--- src/rtl/stack_sequencer.sv ---
// Command-level controller for the 8-bit hardware stack: expands each opcode into
// push/pop/tos strobe sequences, runs the stack ALU and guards depth against over/underflow.
module stack_sequencer #(
    parameter int unsigned WORD      = 8,
    parameter int unsigned DEPTH_MAX = 63,
    parameter int unsigned DEPTHW    = 6
) (
    input  logic              clk,
    input  logic              rst,
    input  logic              cmd_valid,
    output logic              cmd_ready,
    input  logic [2:0]        cmd_op,
    input  logic [WORD-1:0]   cmd_data,
    output logic              rsp_valid,
    output logic [WORD-1:0]   rsp_data,
    output logic              rsp_err,
    output logic              st_push,
    output logic              st_pop,
    output logic              st_tos,
    output logic [WORD-1:0]   st_din,
    input  logic [WORD-1:0]   st_dout,
    output logic [DEPTHW-1:0] depth,
    output logic              empty,
    output logic              full
);

    localparam logic [2:0] OP_NOP  = 3'd0;
    localparam logic [2:0] OP_PUSH = 3'd1;
    localparam logic [2:0] OP_POP  = 3'd2;
    localparam logic [2:0] OP_TOP  = 3'd3;
    localparam logic [2:0] OP_ADD  = 3'd4;
    localparam logic [2:0] OP_SUB  = 3'd5;
    localparam logic [2:0] OP_AND  = 3'd6;
    localparam logic [2:0] OP_NOT  = 3'd7;

    localparam logic [DEPTHW-1:0] DEPTH_FULL = DEPTHW'(DEPTH_MAX);

    typedef enum logic [2:0] {
        S_IDLE, S_POPA, S_POPB, S_CAPA, S_CAPB, S_TOSA, S_PUSHR, S_DONE
    } state_t;

    state_t            r_state;
    logic [2:0]        r_op;
    logic [WORD-1:0]   r_a;
    logic [WORD-1:0]   r_b;
    logic              r_cmd_ready;
    logic              r_rsp_valid;
    logic [WORD-1:0]   r_rsp_data;
    logic              r_rsp_err;
    logic              r_st_push;
    logic              r_st_pop;
    logic              r_st_tos;
    logic [WORD-1:0]   r_st_din;
    logic [DEPTHW-1:0] r_depth;
    logic              r_empty;
    logic              r_full;

    logic              w_err;
    logic [WORD-1:0]   w_b;
    logic [WORD-1:0]   w_alu;

    // Reject before touching the stack: underflow on too few operands, overflow on PUSH when full.
    always_comb begin
        w_err = 1'b0;
        case (cmd_op)
            OP_POP, OP_TOP, OP_NOT:  w_err = (r_depth == '0);
            OP_ADD, OP_SUB, OP_AND:  w_err = (r_depth < DEPTHW'(2));
            OP_PUSH:                 w_err = (r_depth == DEPTH_FULL);
            default:                 w_err = 1'b0;
        endcase
    end

    // B arrives on st_dout during CAPB; A (old top) was captured one cycle earlier.
    assign w_b = (r_state == S_CAPB) ? st_dout : r_b;

    always_comb begin
        w_alu = '0;
        case (r_op)
            OP_ADD:  w_alu = w_b + r_a;
            OP_SUB:  w_alu = w_b - r_a;
            OP_AND:  w_alu = w_b & r_a;
            default: w_alu = '0;
        endcase
    end

    always_ff @(posedge clk or posedge rst) begin
        if (rst) begin
            r_state     <= S_IDLE;
            r_op        <= OP_NOP;
            r_a         <= '0;
            r_b         <= '0;
            r_cmd_ready <= 1'b1;
            r_rsp_valid <= 1'b0;
            r_rsp_data  <= '0;
            r_rsp_err   <= 1'b0;
            r_st_push   <= 1'b0;
            r_st_pop    <= 1'b0;
            r_st_tos    <= 1'b0;
            r_st_din    <= '0;
            r_depth     <= '0;
            r_empty     <= 1'b1;
            r_full      <= 1'b0;
        end else begin
            r_rsp_valid <= 1'b0;
            r_st_push   <= 1'b0;
            r_st_pop    <= 1'b0;
            r_st_tos    <= 1'b0;
            case (r_state)
                S_IDLE: begin
                    if (cmd_valid) begin
                        r_op        <= cmd_op;
                        r_cmd_ready <= 1'b0;
                        if (w_err) begin
                            r_state     <= S_DONE;
                            r_rsp_valid <= 1'b1;
                            r_rsp_err   <= 1'b1;
                            r_rsp_data  <= '0;
                        end else begin
                            case (cmd_op)
                                OP_NOP: begin
                                    r_state     <= S_DONE;
                                    r_rsp_valid <= 1'b1;
                                    r_rsp_err   <= 1'b0;
                                    r_rsp_data  <= '0;
                                end
                                OP_PUSH: begin
                                    r_state   <= S_PUSHR;
                                    r_st_push <= 1'b1;
                                    r_st_din  <= cmd_data;
                                end
                                OP_TOP: begin
                                    r_state  <= S_TOSA;
                                    r_st_tos <= 1'b1;
                                end
                                default: begin
                                    r_state  <= S_POPA;
                                    r_st_pop <= 1'b1;
                                end
                            endcase
                        end
                    end
                end
                S_POPA: begin
                    r_depth <= r_depth - DEPTHW'(1);
                    r_empty <= (r_depth == DEPTHW'(1));
                    r_full  <= 1'b0;
                    if (r_op == OP_POP || r_op == OP_NOT) begin
                        r_state <= S_CAPA;
                    end else begin
                        r_state  <= S_POPB;
                        r_st_pop <= 1'b1;
                    end
                end
                S_POPB: begin
                    r_a     <= st_dout;
                    r_depth <= r_depth - DEPTHW'(1);
                    r_empty <= (r_depth == DEPTHW'(1));
                    r_full  <= 1'b0;
                    r_state <= S_CAPB;
                end
                S_TOSA: begin
                    r_state <= S_CAPA;
                end
                S_CAPA: begin
                    r_a <= st_dout;
                    if (r_op == OP_NOT) begin
                        r_state   <= S_PUSHR;
                        r_st_push <= 1'b1;
                        r_st_din  <= ~st_dout;
                    end else begin
                        r_state     <= S_DONE;
                        r_rsp_valid <= 1'b1;
                        r_rsp_err   <= 1'b0;
                        r_rsp_data  <= st_dout;
                    end
                end
                S_CAPB: begin
                    r_b       <= st_dout;
                    r_state   <= S_PUSHR;
                    r_st_push <= 1'b1;
                    r_st_din  <= w_alu;
                end
                S_PUSHR: begin
                    r_depth     <= r_depth + DEPTHW'(1);
                    r_empty     <= 1'b0;
                    r_full      <= (r_depth == DEPTH_FULL - DEPTHW'(1));
                    r_state     <= S_DONE;
                    r_rsp_valid <= 1'b1;
                    r_rsp_err   <= 1'b0;
                    r_rsp_data  <= r_st_din;
                end
                S_DONE: begin
                    r_state     <= S_IDLE;
                    r_cmd_ready <= 1'b1;
                end
                default: begin
                    r_state     <= S_IDLE;
                    r_cmd_ready <= 1'b1;
                end
            endcase
        end
    end

    assign cmd_ready = r_cmd_ready;
    assign rsp_valid = r_rsp_valid;
    assign rsp_data  = r_rsp_data;
    assign rsp_err   = r_rsp_err;
    assign st_push   = r_st_push;
    assign st_pop    = r_st_pop;
    assign st_tos    = r_st_tos;
    assign st_din    = r_st_din;
    assign depth     = r_depth;
    assign empty     = r_empty;
    assign full      = r_full;

endmodule

--- config.mk ---
export PLATFORM = sky130hd
export DESIGN_NAME = stack_sequencer
export DESIGN_NICKNAME = d
export VERILOG_FILES = /design/src/rtl/stack_sequencer.sv
export SDC_FILE = /design/constraint.sdc
export NUM_CORES = 1
export LEC_CHECK = 0
export BUFFER_PORTS_ARGS = -buffer_cell sky130_fd_sc_hd__buf_2
export CAP_MARGIN = 20
export CORE_AREA = 2 2 80 82
export CTS_BUF_LIST = sky130_fd_sc_hd__clkbuf_2
export DETAILED_ROUTE_END_ITERATION = 10
export DIE_AREA = 0 0 82 84
export GPL_TIMING_DRIVEN = 0
export PLACE_DENSITY = 0.74
export REMOVE_ABC_BUFFERS = 1
export SKIP_LAST_GASP = 1
export SYNTH_ARGS = -nofsm -noshare
export SYNTH_HDL_FRONTEND = slang
export SYNTH_SLANG_ARGS = --single-unit
--- constraint.sdc ---
create_clock -name clk -period 5.55 [get_ports clk]
set_input_delay 0.8325 -clock clk [delete_from_list [all_inputs] [get_ports clk]]
set_output_delay 0.8325 -clock clk [all_outputs]
set_load 0.02 [all_outputs]
### After elaboration in Yosys (flattened, before gate mapping)

Cells that the tools add are included.

* register bits: 52
* logic and storage cells: 115
* output and inout port bits: 30
* bits of input ports: 22

* mux-type cells: 48
* add/sub/neg operators: 4
* reduce and logical (&&, ||, !) cells: 17
* eq/ne operators: 28
* magnitude comparators: 1
* bitwise logic cells: 2

Operator list (number)
* $mux W8: 9
* $pmux W8 S3: 3
* $eq A3 B3 Y1 const B: 12
* $pmux W3 S8: 1
* $mux W1: 23
* $eq A3 B2 Y1 const B: 5
* $eq A6 B6 Y1 const B: 2
* $pmux W1 S3: 4
* $pmux W6 S2: 1
* $pmux W3 S3: 1
* $reduce_or A3 Y1: 3
* $add A8 B8 Y8: 1
* $and A8 B8 Y8: 1
* $ne A2 B2 Y1 const B: 4
* $not A8 Y8: 1
* $pmux W1 S2: 4
* $sub A8 B8 Y8: 1
* $add A6 B1 Y6 const B: 1
* $eq A3 B1 Y1 const B: 2
* $eq A6 B1 Y1 const B: 1
* $logic_not A3 Y1: 2
* $logic_not A6 Y1: 1
* $lt A6 B2 Y1 const B: 1
* $mux W3: 2
* 10 further kinds: 14

### Longest topological paths before layout

Gate-level depths: netlist of the first run.

* depth in word-level cells: 6
* depth in mapped cells: 13
* gate-level depth less buffers: 12

### Worst setup path before layout of the first run

OpenSTA, ideal clock, no wires.

* path kind: flip-flop to flip-flop
* start point: register r_state[1]
* end point: register r_st_din[6] (netlist: st_din[6])
* data arrival time: 2.865 ns
* clock period less this slack: 2.960 ns
* data required time: 5.455 ns
* path buffers: 2
* stages on the path, launching flop included: 14
* setup slack: 2.590 ns
* library setup time: 0.095 ns
* cells stage by stage: dfrtp_1 > buf_2 > nor3b_4 > clkbuf_1 > mux2i_1 > ha_1 > inv_1 > ha_1 > a21oi_1 > o31ai_1 > maj3_1 > o31ai_1 > xor2_1 > o31ai_1

* longest elaborated chain between the ends: 5
* elaborated cells between the ends (all ways): 15
* classes of those cells: add/sub: 2; eq/ne: 6; mux: 3; bitwise: 1; reduce/logical: 3

RTL lines
* start: declaration: RTL line 42 `state_t r_state;`
* start signal: assignment: RTL line 88 `r_state <= S_IDLE;`
* start signal: assignment: RTL line 114 `r_state <= S_DONE;`
* start signal: assignment: RTL line 121 `r_state <= S_DONE;`
* $eq A3 B3 Y1: RTL line 74, 108
* $mux W8
* $sub A8 B8 Y8 (tied with other cells): RTL line 80 `OP_SUB: w_alu = w_b - r_a;`
* $pmux W8 S3: RTL line 78 `case (r_op)`
* $pmux W8 S3: RTL line 108 `case (r_state)`
* end signal: assignment: RTL line 129 `r_st_din <= cmd_data;`
* end signal: assignment: RTL line 169 `r_st_din <= ~st_dout;`
* end signal: assignment: RTL line 181 `r_st_din <= w_alu;`
* end: declaration: RTL line 53 `logic [WORD-1:0] r_st_din;`

Several ways; a longest one is shown, not always the timed one.
A chain may end at the register's enable or synchronous reset.

### Final worst setup path of the first run

* start point: register r_state[0]
* end point: register r_st_din[6] (netlist: st_din[6])

* longest elaborated chain between the ends: 5
* elaborated cells between the ends (all ways): 15
* classes of those cells: add/sub: 2; eq/ne: 6; mux: 3; bitwise: 1; reduce/logical: 3

RTL lines
* $eq A3 B3 Y1 *: RTL line 74 `assign w_b = (r_state == S_CAPB) ? st_dout : r_b;`
* $mux W8 *
* net w_b[1]: RTL line 59 `logic [WORD-1:0] w_b;`
* $sub A8 B8 Y8 / $add A8 B8 Y8 (equally long branches): RTL line 80, 79
* $pmux W8 S3 *: RTL line 78
* $pmux W8 S3 *: RTL line 108

The timed path passes the listed nets; every way through them passes the cells marked *.

==> metrics.txt, run 1 <==
smallest hold slack ~0.26 ns; dominant cells by area after synthesis sky130_fd_sc_hd__dfrtp_1 (38%), sky130_fd_sc_hd__mux2_2 (5.9%), sky130_fd_sc_hd__ha_1 (5.0%), sky130_fd_sc_hd__nand2_1 (5.0%), sky130_fd_sc_hd__xnor2_1 (4.8%); count of final max-slew check failures 0; arrival time at the worst endpoint 4.12 ns; number of global-route vias before repair around 2.6k; Primary FF master, synth sky130_fd_sc_hd__dfrtp_1; Syn Area/Cell 9.171 um^2; result of the run finished, final reports clean; critical path endpoint category register; setup TNS 0 ns; number of buffers inserted during clock tree synthesis 5; slew margin rel. 29.00%; busiest metal layer after global routing met1; count of fill cells added during filler insertion 542; Worst Max-Slew Pin Slew approximately 1.1 ns; GRT met3 Usage under 10%; post-layout power ~2.6 mW; final standard cell count with taps included and fillers excluded around 480; slowest library cell on the worst path sky130_fd_sc_hd__nor3b_4; area fraction of the dominant cell type after synthesis 38.43%; crit share post-route around 67%; combined global-route utilization of all metal layers 24.08%; library cell used as clock root buffer sky130_fd_sc_hd__clkbuf_2; count of hold buffers inserted by post-cts repair 0; number of top-level pins 52; DRC errors left 0; largest delay contributor family on the critical path simple AND/OR/NAND/NOR gates; count of warnings emitted by yosys 0; final count of negative-setup-slack endpoints 0; total length of routed wires 7.875 mm; via count 2803; largest stage delay on the critical path about 0.76 ns; post-route ant nets 0; EDFF count, synth 0; proportion of register bits with asynchronous set or reset after synthesis 100.0%; leakage power 1.643 nW; WP buf/inv 1; die height approximately 84 um; number of placed instances, taps included ~470; clock tree from TritonCTS built; cell area after synthesis between 0.003 and 0.004 mm^2; routing usage on met1 36.36%; number of standard-cell rows in the floorplan 29; Setup Crit Path Kind register to register; global-route wire length before repair ~13 mm; DR iter-0 viols ~260; top cell type by total area after synthesis sky130_fd_sc_hd__dfrtp_1; placed wire-length estimate after detailed placement 5.779 mm; number of optimization iterations in the first detailed-route pass 5; most frequent CP cell sky130_fd_sc_hd__o31ai_1; Placement Cell Area 0.003555 mm^2; number of antenna violations at the first check in global routing 0; synthesis-to-finish area growth 10.45%; quantity of I/O buffers inserted on ports 51; maximum net fanout on the critical path 25; clock period minus worst slack about 3.7 ns; H-tree depth 2; FF+latch count, synth between 50 and 60; top achievable clock speed 269.0 MHz; routing usage on met2 between 30% and 40%; Cell Pwr Density around 700 mW/mm^2; critical path depth 11; total overflow reported by the global router 0; proportion of layout cells with a drive suffix above 1 a little over a fifth; Worst Skew between 0.02 and 0.025 ns; number of nets in the final layout ~430; CP Launch Type register; cell count after synthesis ~360; final hold violations 0; Clock Latency Late Sink around 0.46 ns; Reg2Reg Depth 11; post-CTS clock slew at the launch and capture registers of the worst setup and hold paths between 0.2 and 0.3 ns; core region area approximately 0.006 mm^2; CP required 5.95 ns; routability congestion estimate 0.9046; distinct cell type count of the synthesized netlist 58; Hold Crit Class primary input to asynchronous set/reset pin; Chip Width 82 um; setup fix buffers added after clock tree synthesis 0; DIE AREA slightly below 0.007 mm^2; cell-by-cell listing of the critical path nor3b_4, mux2i_1, inv_1, xnor2_1, ha_1, a21oi_1, o31ai_1, maj3_1, o31ai_1, xor2_1, o31ai_1; setup repair after global routing missed its margin false; CTS resizes 0; pin count of the biggest net entering global routing 43; Max-Cap Viols 0; sequential area share after synthesis ~40%; maximum ir drop on the vdd rail 0.0003056 V; via density per instance approximately 6; Starting Density a little over half; Bufs on Longest Clock Path 2; average wire per standard cell 16.58 um; count of clock tree sinks 52; Antenna Diode Count 0; area of all placed cells without fillers about 0.0036 mm^2
-- path summary, 6_finish.rpt --
| path | to | from | slack [ns] |
|---|---|---|---|
| hold reg to reg | r_b[4]$_DFF_PP0_ | r_b[4]$_DFF_PP0_ | 0.52 |
| setup reg to reg | st_din[6]$_DFFE_PP0P_ | r_state[0]$_DFFE_PP0P_ | 1.83 |
| min in group clk | r_b[4]$_DFF_PP0_ | r_b[4]$_DFF_PP0_ | 0.52 |
| max in group asynchronous | r_op[0]$_DFFE_PP0P_ | rst | 4.80 |
| setup / recovery | st_din[6]$_DFFE_PP0P_ | r_state[0]$_DFFE_PP0P_ | 1.83 |
| hold / removal | depth[4]$_DFFE_PP0P_ | rst | 0.26 |
-- power by group --
| group | leakage (nW) | switching [mW] | total (mW) | internal [mW] |
|---|---|---|---|---|
| clock network | 0.0266 | 0.127 | 0.158 | 0.0313 |
| logic | 0.976 | 0.921 | 1.63 | 0.714 |
| registers | 0.640 | 0.228 | 0.781 | 0.553 |
-- final cells by class --
class	instances	area [um^2]	area share, %
tap	77	96.34	2.679
multi-input combinational	267	1808	50.28
clock inverter	2	11.26	0.3132
timing repair buffer	52	275.3	7.655
inverter	19	71.32	1.983
sequential	52	1304	36.26
clock buffer	6	30.03	0.8351
-- sequential cells by signal, summed over array words and instances (netlist names) --
register,flops
r_a,8
r_b,8
rsp_data,8
st_din,8
depth,6
r_op,3
r_state,3
cmd_ready,1
empty,1
full,1
rsp_err,1
rsp_valid,1
st_pop,1
st_push,1
st_tos,1
-- per-stage QoR --
step / utilization [%] / setup WS, ns
3_3_place_gp: 57.98 / 1.885
5_1_grt: 58.99 / 1.500
2_1_floorplan: - / 2.493
6_report: 58.99 / 1.833
4_1_cts: 58.99 / 1.828
3_5_place_dp: 58.31 / 1.877
-- cell usage in the layout, fill, tap and decap left out, types with 3 or more instances in the layout --
cell type / instances
sky130_fd_sc_hd__mux2i_1: 5
sky130_fd_sc_hd__nor2_1: 30
sky130_fd_sc_hd__nand3_1: 4
sky130_fd_sc_hd__o21ai_0: 21
sky130_fd_sc_hd__ha_1: 13
sky130_fd_sc_hd__a32oi_1: 7
sky130_fd_sc_hd__a21oi_1: 23
sky130_fd_sc_hd__o22ai_1: 3
sky130_fd_sc_hd__a22o_1: 9
sky130_fd_sc_hd__nand2_1: 43
sky130_fd_sc_hd__nand2b_1: 7
sky130_fd_sc_hd__buf_2: 51
sky130_fd_sc_hd__nor4_1: 4
sky130_fd_sc_hd__o31ai_1: 5
sky130_fd_sc_hd__xnor2_1: 18
sky130_fd_sc_hd__clkbuf_2: 6
sky130_fd_sc_hd__dfrtp_1: 50
sky130_fd_sc_hd__inv_1: 17
sky130_fd_sc_hd__mux2_2: 17
sky130_fd_sc_hd__nor3_1: 6
sky130_fd_sc_hd__nor2b_1: 4
sky130_fd_sc_hd__a31oi_1: 5
-- synthesized netlist by cell type, types with 8 or more instances --
master,number
sky130_fd_sc_hd__nand2_1,43
sky130_fd_sc_hd__xnor2_1,18
sky130_fd_sc_hd__a22o_1,9
sky130_fd_sc_hd__o21ai_0,21
sky130_fd_sc_hd__a21oi_1,23
sky130_fd_sc_hd__clkbuf_1,8
sky130_fd_sc_hd__nor2_1,30
sky130_fd_sc_hd__ha_1,13
sky130_fd_sc_hd__mux2_2,17
sky130_fd_sc_hd__inv_1,18
sky130_fd_sc_hd__dfrtp_1,50
-- kinds of logic (layout without fill, tap and decap cells) --
| kind of cell | Yosys count | after routing | share of synthesized area, % |
|---|---|---|---|
| compound gates | 95 | 95 | 19.52 |
| xor+xnor | 21 | 21 | 6.072 |
| fa+ha+maj | 15 | 15 | 5.650 |
| buf+inv | 36 | 79 | 4.419 |
| flops | 52 | 52 | 40.05 |
| mux | 22 | 22 | 7.417 |
| simple gates | 114 | 114 | 16.87 |
-- routing by layer --
layer | share of wire, % | wire (um) | vias up
li1 | - | - | 1366
met1 | 46 | 3622 | 1310
met2 | 45 | 3537 | 114
met3 | 7.5 | 589 | 13
met4 | 1.6 | 126 | 0
met5 | 0 | 0 | -
(Power assumes the default switching activity.)
==> run 2: changes to the inputs <==
- ABC_AREA: unset -> 1
- clock period: 5.55 -> 3.7 ns (I/O delays scaled with it)
==> run 2 against run 1 <==
Register-to-register slack got worse by 1.0 ns. Clock power rose by 54%. Non-clock buffer count stayed put. First-iteration DRC count decreased by 51%. Clock skew increased by 0.0059 ns. Sequential power rose by 38%. Core utilization fell by 0.23 points. Combinational power is 48% higher. Largest power group unchanged. Highest routed layer unchanged.
==> metrics.txt, run 2 <==
FF+latch count, synth 52; setup fix buffers added after clock tree synthesis 0; clock period minus worst slack 2.899 ns; synth cell count leaders sky130_fd_sc_hd__nand2_1 (109), sky130_fd_sc_hd__inv_1 (60), sky130_fd_sc_hd__dfrtp_1 (50); proportion of layout cells with a drive suffix above 1 a little under a fifth; Clock Latency Late Sink between 0.4 and 0.5 ns; Hold Crit Class primary input to asynchronous set/reset pin; Chip Width roughly 82 um; synthesis-to-finish area growth 10.80%; count of clock tree sinks 52; Primary FF master, synth sky130_fd_sc_hd__dfrtp_1; number of antenna violations at the first check in global routing 0; total overflow reported by the global router 0; maximum net fanout on the critical path 22; commonest cells after routing, fill and taps aside sky130_fd_sc_hd__nand2_1 (109), sky130_fd_sc_hd__inv_1 (59), sky130_fd_sc_hd__buf_2 (51); number of standard-cell rows in the floorplan 29; most common cell in the netlist sky130_fd_sc_hd__nand2_1; post-layout power between 3 and 4 mW; top achievable clock speed 344.9 MHz; number of top-level pins 52; quantity of I/O buffers inserted on ports about 50; post-CTS clock slew at the launch and capture registers of the worst setup and hold paths a little under 0.3 ns; slowest library cell on the worst path sky130_fd_sc_hd__dfrtp_1; library cell used as clock root buffer sky130_fd_sc_hd__clkbuf_2; number of buffers inserted during clock tree synthesis 5; placed wire-length estimate after detailed placement 5.769 mm; EDFF count, synth 0; distinct cell type count of the synthesized netlist 40; critical path endpoint category register; proportion of register bits with asynchronous set or reset after synthesis 100.0%; routability congestion estimate around 0.88; slew margin rel. ~55%; most common cell after layout, fill and taps aside sky130_fd_sc_hd__nand2_1; Reg2Reg Depth 16; core region area approximately 0.006 mm^2; cell count after synthesis about 430; Worst Max-Slew Pin Slew 0.6807 ns; Antenna Diode Count 0; reg-to-reg slack, setup 0.80 ns; leakage power roughly 1.9 nW; count of fill cells added during filler insertion roughly 560; die height 84 um; count of warnings emitted by yosys 0; clock tree from TritonCTS built; number of global-route vias before repair between 2k and 3k; total length of routed wires between 7 and 8 mm; WP buf/inv 3; top cell type by total area after synthesis sky130_fd_sc_hd__dfrtp_1; H-tree depth 2; number of nets in the final layout ~510; number of placed instances, taps included roughly 550; count of final max-slew check failures 0; cell-by-cell listing of the critical path nand2_4, inv_1, or2_2, o21ai_0, ha_1, inv_1, ha_1, inv_1, nand2_1, nand2_1, nand2_1, nand2_1, nand2_1, o21ai_1, nand2_1, a21oi_1; CP Launch Type register; Max-Cap Viols 0; DRC errors left 0; most frequent CP cell sky130_fd_sc_hd__nand2_1; worst flop-to-flop path endpoint st_din[4]$_DFFE_PP0P_; largest stage delay on the critical path just under 0.6 ns; pin count of the biggest net entering global routing 33; global-route wire length before repair between 10 and 15 mm; final standard cell count with taps included and fillers excluded approximately 560; largest delay contributor family on the critical path simple AND/OR/NAND/NOR gates; final count of negative-setup-slack endpoints 0; critical path startpoint r_state[2]$_DFFE_PP0P_; DIE AREA between 0.006 and 0.007 mm^2; DR iter-0 viols ~130; arrival time at the worst endpoint approximately 3.3 ns; startpoint of the worst register-to-register path r_state[2]$_DFFE_PP0P_; via density per instance between 5 and 6; count of hold buffers inserted by post-cts repair 0; average wire per standard cell ~14 um; combined global-route utilization of all metal layers 24.38%; setup TNS 0 ns; result of the run finished, final reports clean; Starting Density 53.04%; sequential area share after synthesis 40.33%; cell area after synthesis around 0.0032 mm^2; crit share post-route between 70% and 80%; setup repair after global routing missed its margin false; Cell Pwr Density about 1000 mW/mm^2; area fraction of the dominant cell type after synthesis between 30% and 40%; CTS resizes 0; via count 2956; post-route ant nets 0; final hold violations 0; Syn Area/Cell between 7 and 8 um^2; CP required approximately 4.1 ns; Setup Crit Path Kind register to register; dominant cells by area after synthesis sky130_fd_sc_hd__dfrtp_1 (39%), sky130_fd_sc_hd__nand2_1 (13%), sky130_fd_sc_hd__inv_1 (7.0%), sky130_fd_sc_hd__nand3_1 (5.1%), sky130_fd_sc_hd__ha_1 (5.0%); Worst Skew between 0.02 and 0.03 ns; maximum ir drop on the vdd rail just under 0.0005 V; Bufs on Longest Clock Path 2; number of optimization iterations in the first detailed-route pass 5
-- run 2: kinds of logic after synthesis --
kind of cell	count (synthesis)	share of synthesized area, %
AOI/OAI and AO/OA	77	14.24
xor gates and xnor gates	10	2.709
adders and majority gates	13	5.031
buffers and inverters	73	9.559
DFF	52	40.33
and+or+nand+nor	203	28.13
-- run 2: layer usage --
metal / vias up / global-route usage (%) / share of wire, %
met2: 79 / 41.02 / 49
met1: 1390 / 31.05 / 44
met5: - / 0 / 0
met3: 12 / 3.788 / 5.0
li1: 1475 / - / -
met4: 0 / 9.091 / 1.9
-- run 2: layout make-up --
class / count / area (um^2) / area share [%]
Tap cell: 77 / 96.34 / 2.689
Inverter: 64 / 240.2 / 6.706
Timing Repair Buffer: 52 / 275.3 / 7.684
Multi-Input combinational cell: 303 / 1620 / 45.23
Sequential cell: 52 / 1304 / 36.40
Clock inverter: 2 / 16.27 / 0.4541
Clock buffer: 6 / 30.03 / 0.8383
-- run 2: worst register-to-register path, cell delays in order, from the launching register on --
cell	delay, ns
sky130_fd_sc_hd__dfrtp_1	0.59
sky130_fd_sc_hd__nand2_4	0.32
sky130_fd_sc_hd__inv_1	0.27
sky130_fd_sc_hd__or2_2	0.33
sky130_fd_sc_hd__o21ai_0	0.11
sky130_fd_sc_hd__ha_1	0.22
sky130_fd_sc_hd__inv_1	0.05
sky130_fd_sc_hd__ha_1	0.16
sky130_fd_sc_hd__inv_1	0.07
sky130_fd_sc_hd__nand2_1	0.08
sky130_fd_sc_hd__nand2_1	0.08
sky130_fd_sc_hd__nand2_1	0.07
sky130_fd_sc_hd__nand2_1	0.06
sky130_fd_sc_hd__nand2_1	0.04
sky130_fd_sc_hd__o21ai_1	0.19
sky130_fd_sc_hd__nand2_1	0.07
sky130_fd_sc_hd__a21oi_1	0.13
-- run 2: worst max-delay path by stage --
stage | endpoint | depth (start not counted) | slack [ns]
floorplan | st_din[4]$_DFFE_PP0P_ | 16 | 1.40
global placement | st_din[4]$_DFFE_PP0P_ | 16 | 0.94
detailed placement | st_din[4]$_DFFE_PP0P_ | 16 | 0.90
CTS | st_din[4]$_DFFE_PP0P_ | 16 | 0.82
global route | st_din[4]$_DFFE_PP0P_ | 16 | 0.52
finish | st_din[4]$_DFFE_PP0P_ | 16 | 0.80
-- run 2: through the flow --
stage / hold slack, ns / utilization (%) / area [um^2] / worst slack (ns)
6_report: 0.04792 / 58.76 / 3582 / 0.8007
5_1_grt: 0.04093 / 58.76 / 3582 / 0.5210
4_1_cts: 0.05289 / 58.76 / 3582 / 0.8245
3_5_place_dp: 0.4525 / 58.00 / 3536 / 0.8962
3_3_place_gp: 0.4537 / 57.68 / 3516 / 0.9361
2_1_floorplan: 0.4675 / - / 3164 / 1.400
-- run 2: power breakdown --
group | leakage, nW | internal, mW | switching, mW | total [mW]
combinational | 1.22 | 0.832 | 1.58 | 2.41
sequential | 0.622 | 0.844 | 0.236 | 1.08
clock | 0.0292 | 0.0504 | 0.192 | 0.243
